--- config.mk ---
export PLATFORM = sky130hd
export DESIGN_NAME = typed_operand_stack
export DESIGN_NICKNAME = d
export VERILOG_FILES = /design/src/rtl/typed_operand_stack.sv
export SDC_FILE = /design/constraint.sdc
export NUM_CORES = 1
export LEC_CHECK = 0
export CAP_MARGIN = 20
export CORE_AREA = 10 10 294 296
export CTS_CLUSTER_DIAMETER = 120
export DETAILED_ROUTE_END_ITERATION = 10
export DIE_AREA = 0 0 304 306
export PLACE_DENSITY_LB_ADDON = 0.25
export SYNTH_ARGS = -nofsm -noshare
export SYNTH_HDL_FRONTEND = slang
export SYNTH_SLANG_ARGS = --single-unit
--- constraint.sdc ---
create_clock -name clk -period 7.4 [get_ports clk]
set_input_delay 0.74 -clock clk [delete_from_list [all_inputs] [get_ports clk]]
set_output_delay 0.74 -clock clk [all_outputs]
set_load 0.02 [all_outputs]
--- src/rtl/typed_operand_stack.sv ---
// rtl/typed_operand_stack.sv - typed {type,value} operand stack with registered top-three view and sticky errors
// Optional high-water-mark output enabled by defining TYPED_STACK_HWM_EN.
module typed_operand_stack #(
    parameter int VALUE_W = 64,
    parameter int TYPE_W  = 2,
    parameter int DEPTH   = 8,
    localparam int EW     = TYPE_W + VALUE_W,
    localparam int ADDR_W = $clog2(DEPTH + 1)
) (
    input  logic              clk,
    input  logic              reset,
    input  logic              op_valid,
    input  logic [2:0]        op,
    input  logic [EW-1:0]     op_data,
    output logic              op_ready,
    output logic [EW-1:0]     tos0,
    output logic [EW-1:0]     tos1,
    output logic [EW-1:0]     tos2,
    output logic [ADDR_W-1:0] count,
`ifdef TYPED_STACK_HWM_EN
    output logic [ADDR_W-1:0] hwm,
`endif
    output logic              empty,
    output logic              full,
    output logic              err_valid,
    output logic [2:0]        err_code,
    input  logic              err_clr
);
    localparam int IDX_W = $clog2(DEPTH);

    localparam logic [2:0] OP_NONE    = 3'd0;
    localparam logic [2:0] OP_PUSH    = 3'd1;
    localparam logic [2:0] OP_POP     = 3'd2;
    localparam logic [2:0] OP_REPLACE = 3'd3;
    localparam logic [2:0] OP_BINREP  = 3'd4;
    localparam logic [2:0] OP_SELECT  = 3'd5;
    localparam logic [2:0] OP_POP2    = 3'd6;
    localparam logic [2:0] OP_CLEAR   = 3'd7;

    localparam logic [2:0] ERR_OVERFLOW  = 3'd1;
    localparam logic [2:0] ERR_UNDERFLOW = 3'd2;
    localparam logic [2:0] ERR_TYPE      = 3'd3;
    localparam logic [2:0] ERR_ILLEGAL   = 3'd4;

    logic [EW-1:0]     mem [DEPTH];
    logic              accept;
    logic              fault;
    logic [2:0]        fault_code;
    logic              do_op;
    logic [ADDR_W-1:0] count_nx;
    logic [EW-1:0]     tos0_nx, tos1_nx, tos2_nx;
    logic              wr_en;
    logic [IDX_W-1:0]  wr_idx;
    logic [EW-1:0]     wr_data;
    logic [EW-1:0]     fill4, fill5;
    logic [EW-1:0]     sel_result;
    logic [IDX_W-1:0]  idx4, idx5;

    assign op_ready = !err_valid;
    assign accept   = op_valid && op_ready && (op != OP_NONE);
    assign empty    = (count == '0);
    assign full     = (count == ADDR_W'(DEPTH));

    // Entries below the visible three, used to refill tos1/tos2 on pops without a bubble.
    assign idx4  = count[IDX_W-1:0] - IDX_W'(4);
    assign idx5  = count[IDX_W-1:0] - IDX_W'(5);
    assign fill4 = (count >= ADDR_W'(4)) ? mem[idx4] : '0;
    assign fill5 = (count >= ADDR_W'(5)) ? mem[idx5] : '0;

    assign sel_result = (tos0[VALUE_W-1:0] != '0) ? tos2 : tos1;

    always_comb begin
        fault      = 1'b0;
        fault_code = 3'd0;
        unique case (op)
            OP_NONE:    ;
            OP_PUSH:    if (count >= ADDR_W'(DEPTH)) begin fault = 1'b1; fault_code = ERR_OVERFLOW; end
            OP_POP,
            OP_REPLACE: if (count < ADDR_W'(1)) begin fault = 1'b1; fault_code = ERR_UNDERFLOW; end
            OP_BINREP,
            OP_POP2:    if (count < ADDR_W'(2)) begin fault = 1'b1; fault_code = ERR_UNDERFLOW; end
            OP_SELECT: begin
                if (count < ADDR_W'(3)) begin
                    fault = 1'b1; fault_code = ERR_UNDERFLOW;
                end else if (tos2[EW-1 -: TYPE_W] != tos1[EW-1 -: TYPE_W]) begin
                    fault = 1'b1; fault_code = ERR_TYPE;
                end
            end
            OP_CLEAR:   ;
            default:    begin fault = 1'b1; fault_code = ERR_ILLEGAL; end
        endcase
    end

    assign do_op = accept && !fault;

    always_comb begin
        count_nx = count;
        tos0_nx  = tos0;
        tos1_nx  = tos1;
        tos2_nx  = tos2;
        wr_en    = 1'b0;
        wr_idx   = count[IDX_W-1:0];
        wr_data  = op_data;
        if (do_op) begin
            unique case (op)
                OP_PUSH: begin
                    count_nx = count + ADDR_W'(1);
                    tos0_nx  = op_data;
                    tos1_nx  = tos0;
                    tos2_nx  = tos1;
                    wr_en    = 1'b1;
                end
                OP_POP: begin
                    count_nx = count - ADDR_W'(1);
                    tos0_nx  = tos1;
                    tos1_nx  = tos2;
                    tos2_nx  = fill4;
                end
                OP_REPLACE: begin
                    tos0_nx = op_data;
                    wr_en   = 1'b1;
                    wr_idx  = count[IDX_W-1:0] - IDX_W'(1);
                end
                OP_BINREP: begin
                    count_nx = count - ADDR_W'(1);
                    tos0_nx  = op_data;
                    tos1_nx  = tos2;
                    tos2_nx  = fill4;
                    wr_en    = 1'b1;
                    wr_idx   = count[IDX_W-1:0] - IDX_W'(2);
                end
                OP_SELECT: begin
                    count_nx = count - ADDR_W'(2);
                    tos0_nx  = sel_result;
                    tos1_nx  = fill4;
                    tos2_nx  = fill5;
                    wr_en    = 1'b1;
                    wr_idx   = count[IDX_W-1:0] - IDX_W'(3);
                    wr_data  = sel_result;
                end
                OP_POP2: begin
                    count_nx = count - ADDR_W'(2);
                    tos0_nx  = tos2;
                    tos1_nx  = fill4;
                    tos2_nx  = fill5;
                end
                OP_CLEAR: begin
                    count_nx = '0;
                    tos0_nx  = '0;
                    tos1_nx  = '0;
                    tos2_nx  = '0;
                end
                default: ;
            endcase
        end
    end

    // Storage needs no reset: entries beyond count are never observed.
    always_ff @(posedge clk) begin
        if (wr_en) mem[wr_idx] <= wr_data;
    end

    always_ff @(posedge clk or negedge reset) begin
        if (!reset) begin
            count <= '0;
            tos0  <= '0;
            tos1  <= '0;
            tos2  <= '0;
        end else begin
            count <= count_nx;
            tos0  <= tos0_nx;
            tos1  <= tos1_nx;
            tos2  <= tos2_nx;
        end
    end

    // Clear wins over set; a new fault cannot coincide since op_ready is low while flagged.
    always_ff @(posedge clk or negedge reset) begin
        if (!reset) begin
            err_valid <= 1'b0;
            err_code  <= 3'd0;
        end else if (err_valid && err_clr) begin
            err_valid <= 1'b0;
            err_code  <= 3'd0;
        end else if (accept && fault) begin
            err_valid <= 1'b1;
            err_code  <= fault_code;
        end
    end

`ifdef TYPED_STACK_HWM_EN
    always_ff @(posedge clk or negedge reset) begin
        if (!reset) begin
            hwm <= '0;
        end else if (do_op && op == OP_CLEAR) begin
            hwm <= '0;
        end else if (count_nx > hwm) begin
            hwm <= count_nx;
        end
    end
`endif

endmodule

==> flow_summary.ini <==
[outcome]
run_status = finished, final reports clean

[job]
max_cap_violations = 0

[die]
fp.dieW_um = 304
row_count = 104
fp.coreArea_um2 = 80300
floorplan.io_pins = 282
fp.dieArea_um2 = 93000
chipHeight_um = 306
initial_utilization = 0.496

[clock_network]
worstSkewPairLatency_ns = 0.63
cts_resized = 0
post_cts_buffers = 0
ctsHoldBuffers = 0
cts_made_buffers = 79
clk_transition_reported_paths_ns = 0.06
cts_tree = built
clock_tree_root = sky130_fd_sc_hd__clkbuf_16
htree_levels = 3
clock-sinks = 733
clock_path_buffers = 3

[worst_setup_path]
timing.critical_path.from_type = flop
ff2ff_path_depth = 7
crit_arrival_ns = 5.78
crit_path_max_fanout = 77
setup.worst_path.end_class = flop
required_time_of_the_critical_path_ns = 7.70
path_class = reg2reg

[logic_synthesis]
yosysMostFrequentCell = sky130_fd_sc_hd__edfxtp_1
synth_top_area_cell = sky130_fd_sc_hd__edfxtp_1
synth_area_leaders = sky130_fd_sc_hd__edfxtp_1 (40%), sky130_fd_sc_hd__dfrtp_1 (13%), sky130_fd_sc_hd__mux4_2 (11%), sky130_fd_sc_hd__mux2i_1 (6.7%), sky130_fd_sc_hd__mux2_2 (5.5%)
synth_seq_area_share = 0.527
post-synth-top-area-fraction = 0.398
yosys.area_share.xor_xnor = 0.00154
synthArstFlopShare = 0.280
synth.lib_cells_used.distinct = 60
synth-seq-cells = 733
post_synth_mux_area_share = 0.235
netlist_top_cells_count = sky130_fd_sc_hd__edfxtp_1 (528), sky130_fd_sc_hd__nand2_1 (338), sky130_fd_sc_hd__mux2i_1 (266)
post_synth_and_or_nand_nor_area_fraction = 0.0876
synth_compound_area_frac = 0.112
postSynthAreaPerCell_um2 = 12.8
yosys_most_used_dff = sky130_fd_sc_hd__edfxtp_1
count_of_flip_flops_with_a_built_in_enable_after_synthesis = 528
synth.cell_area_um2 = 39800
synth.yosys.warnings = 0
synth_cells = 3109
adder_cell_share_of_the_synthesized_area = 0.00270
largest_family_of_logic_cells_by_synthesized_area = multiplexers
postSynthNetCount = 3190

[timing]
setup_viol_count_final = 0
rsz0062_at_grt = false
tightest_slew_ns = 1.33
post_route_clock_period_utilization = 0.741
timing.fmax_mhz = 182
final.min_clock_period_ns = 5.49
timing.final.max_slew_violations = 0
max_slew_headroom_at_the_worst_pin = 0.115
final_hold_viol_count = 0
clock_skew_ns = 0.0359
worst_slack_ns = 1.91
setup_total_negative_slack_ns = 0

[global_route]
antenna_violations_before_repair = 2
grtUsageTotal = 0.270
pin_count_of_the_biggest_net_entering_global_routing = 203
grt.overflow.total = 0
wire_length_of_the_first_global_routing_pass_um = 196000
grt_pass1_vias = 30558

[layout]
fillCellCount = 6289
syn2layout_area_growth_pct = 15.7
layout.cell_area.non_filler_um2 = 46100
final_layout_size_suffix_gt1_frac = 0.183
layout.core_utilization = 0.574
nets = 3302

[place]
numPortBuffers = 280
gp_congestion = 0.864
preCtsSetupSlack_ns = 1.96
dpl.hpwl_um = 76600
placed_cell_area_um2 = 43300

[worst_hold_path]
hp-class = in2async

[route]
route.final.wire_length_um = 130000
drt-initial-drc-count = 3735
post_drt_via_cell_ratio = 6.97
drt_pass1_iterations = 6
via_count = 30281
detail_route.wl_per_cell_um = 30.0
route.detailed.drc = 0
antenna_violating_nets_post_route = 0

[power]
cell_internal_pwr_mw = 11.4
ir_drop_uv = 427
power_frac_clock = 0.225
netSwitchingPower_mw = 7.17
share_of_total_power_in_combinational_logic = 0.426
leakagePower_nw = 15.8
sequentialPowerShare = 0.349
netSwitchingFraction = 0.387
p_total_mw = 18.6
power.density_cell_area_nw_per_um2 = 403
## sequential cells by signal (all words and copies together), names as in the netlist
signal,cells
count,4
err_code,2
err_valid,1
mem,528
tos0,66
tos1,66
tos2,66
## per-stage QoR
stage | hold WS, ns | instances
after floorplan | 0.444 | 3109
after CTS | 0.166 | 4344
after detailed placement | 0.564 | 4198
final | 0.143 | 4347
after global placement | 0.553 | 4197
after global routing | 0.212 | 4346
## logic make-up (layout without fill, tap and decap cells)
kind of cell               after synthesis  after routing
buffers and inverters                  307            484
DFF                                    733            733
muxes                                  661            661
xor gates and xnor gates                 7              7
and+or+nand+nor                        744            744
adders and majority gates                8              8
other                                    1              2
AOI/OAI and AO/OA                      648            648
## power groups by stage
stage | registers (mW) | clock network [mW] | logic [mW]
after floorplan | 6.46 | 0 | 4.84
final | 6.48 | 4.17 | 7.92
after global placement | 6.46 | 0 | 7.71
after CTS | 6.44 | 4.20 | 7.90
after global routing | 6.57 | 4.37 | 8.36
after detailed placement | 6.51 | 0 | 7.87
## cell usage in the layout, fill, tap and decap left out, types with 16 or more instances in the layout
master	count
sky130_fd_sc_hd__buf_4	41
sky130_fd_sc_hd__nor4_1	16
sky130_fd_sc_hd__a21oi_1	80
sky130_fd_sc_hd__nand2b_1	71
sky130_fd_sc_hd__nor3b_1	67
sky130_fd_sc_hd__a31oi_1	135
sky130_fd_sc_hd__dfrtp_1	202
sky130_fd_sc_hd__clkdlybuf4s50_1	276
sky130_fd_sc_hd__o22ai_1	67
sky130_fd_sc_hd__mux4_2	198
sky130_fd_sc_hd__nor3_1	66
sky130_fd_sc_hd__a311oi_1	65
sky130_fd_sc_hd__o211ai_1	70
sky130_fd_sc_hd__nand2_1	338
sky130_fd_sc_hd__a22o_1	67
sky130_fd_sc_hd__o221ai_1	67
sky130_fd_sc_hd__o21ai_0	73
sky130_fd_sc_hd__edfxtp_1	528
sky130_fd_sc_hd__mux2_2	196
sky130_fd_sc_hd__clkbuf_16	84
sky130_fd_sc_hd__mux2i_1	266
sky130_fd_sc_hd__nor2_1	138
## per-layer routing
metal	routed length, um	track usage	share of wire
met3	14900	0.0622	0.11
met2	61300	0.432	0.47
met1	49900	0.358	0.38
met5	0	0	0
met4	4480	0.101	0.034
## critical path, cell delays in order, from the launching register on
cell	delay, ns
sky130_fd_sc_hd__dfrtp_4	0.95
sky130_fd_sc_hd__buf_4	0.93
sky130_fd_sc_hd__nor3b_1	0.15
sky130_fd_sc_hd__o21ai_1	0.36
sky130_fd_sc_hd__and3_4	0.97
sky130_fd_sc_hd__a21oi_1	0.34
sky130_fd_sc_hd__nor2_4	0.93
sky130_fd_sc_hd__buf_12	0.37
## final timing paths
path / slack [ns] / end / startpoint
setup / recovery: 1.91 / mem[5][30] / count[1]
hold / removal: 0.14 / tos0[49] / reset
setup reg to reg: 1.91 / mem[5][30] / count[1]
hold reg to reg: 0.58 / tos0[64] / tos0[64]
max in group asynchronous: 5.97 / tos0[12] / reset
min in group clk: 0.58 / tos0[64] / tos0[64]
## area by class of cell
class	count	area, um^2	area share
repair buffers	329	3320	0.0722
inverters	9	36.3	0.000788
multi-input cells	2069	17600	0.383
clock inverters	44	509	0.0111
diodes	1	2.50	0.0000543
flip-flops and latches	733	21000	0.456
clock buffers	102	2220	0.0482
well taps	1060	1330	0.0288
Note: power is estimated with default switching activity, not from simulation.
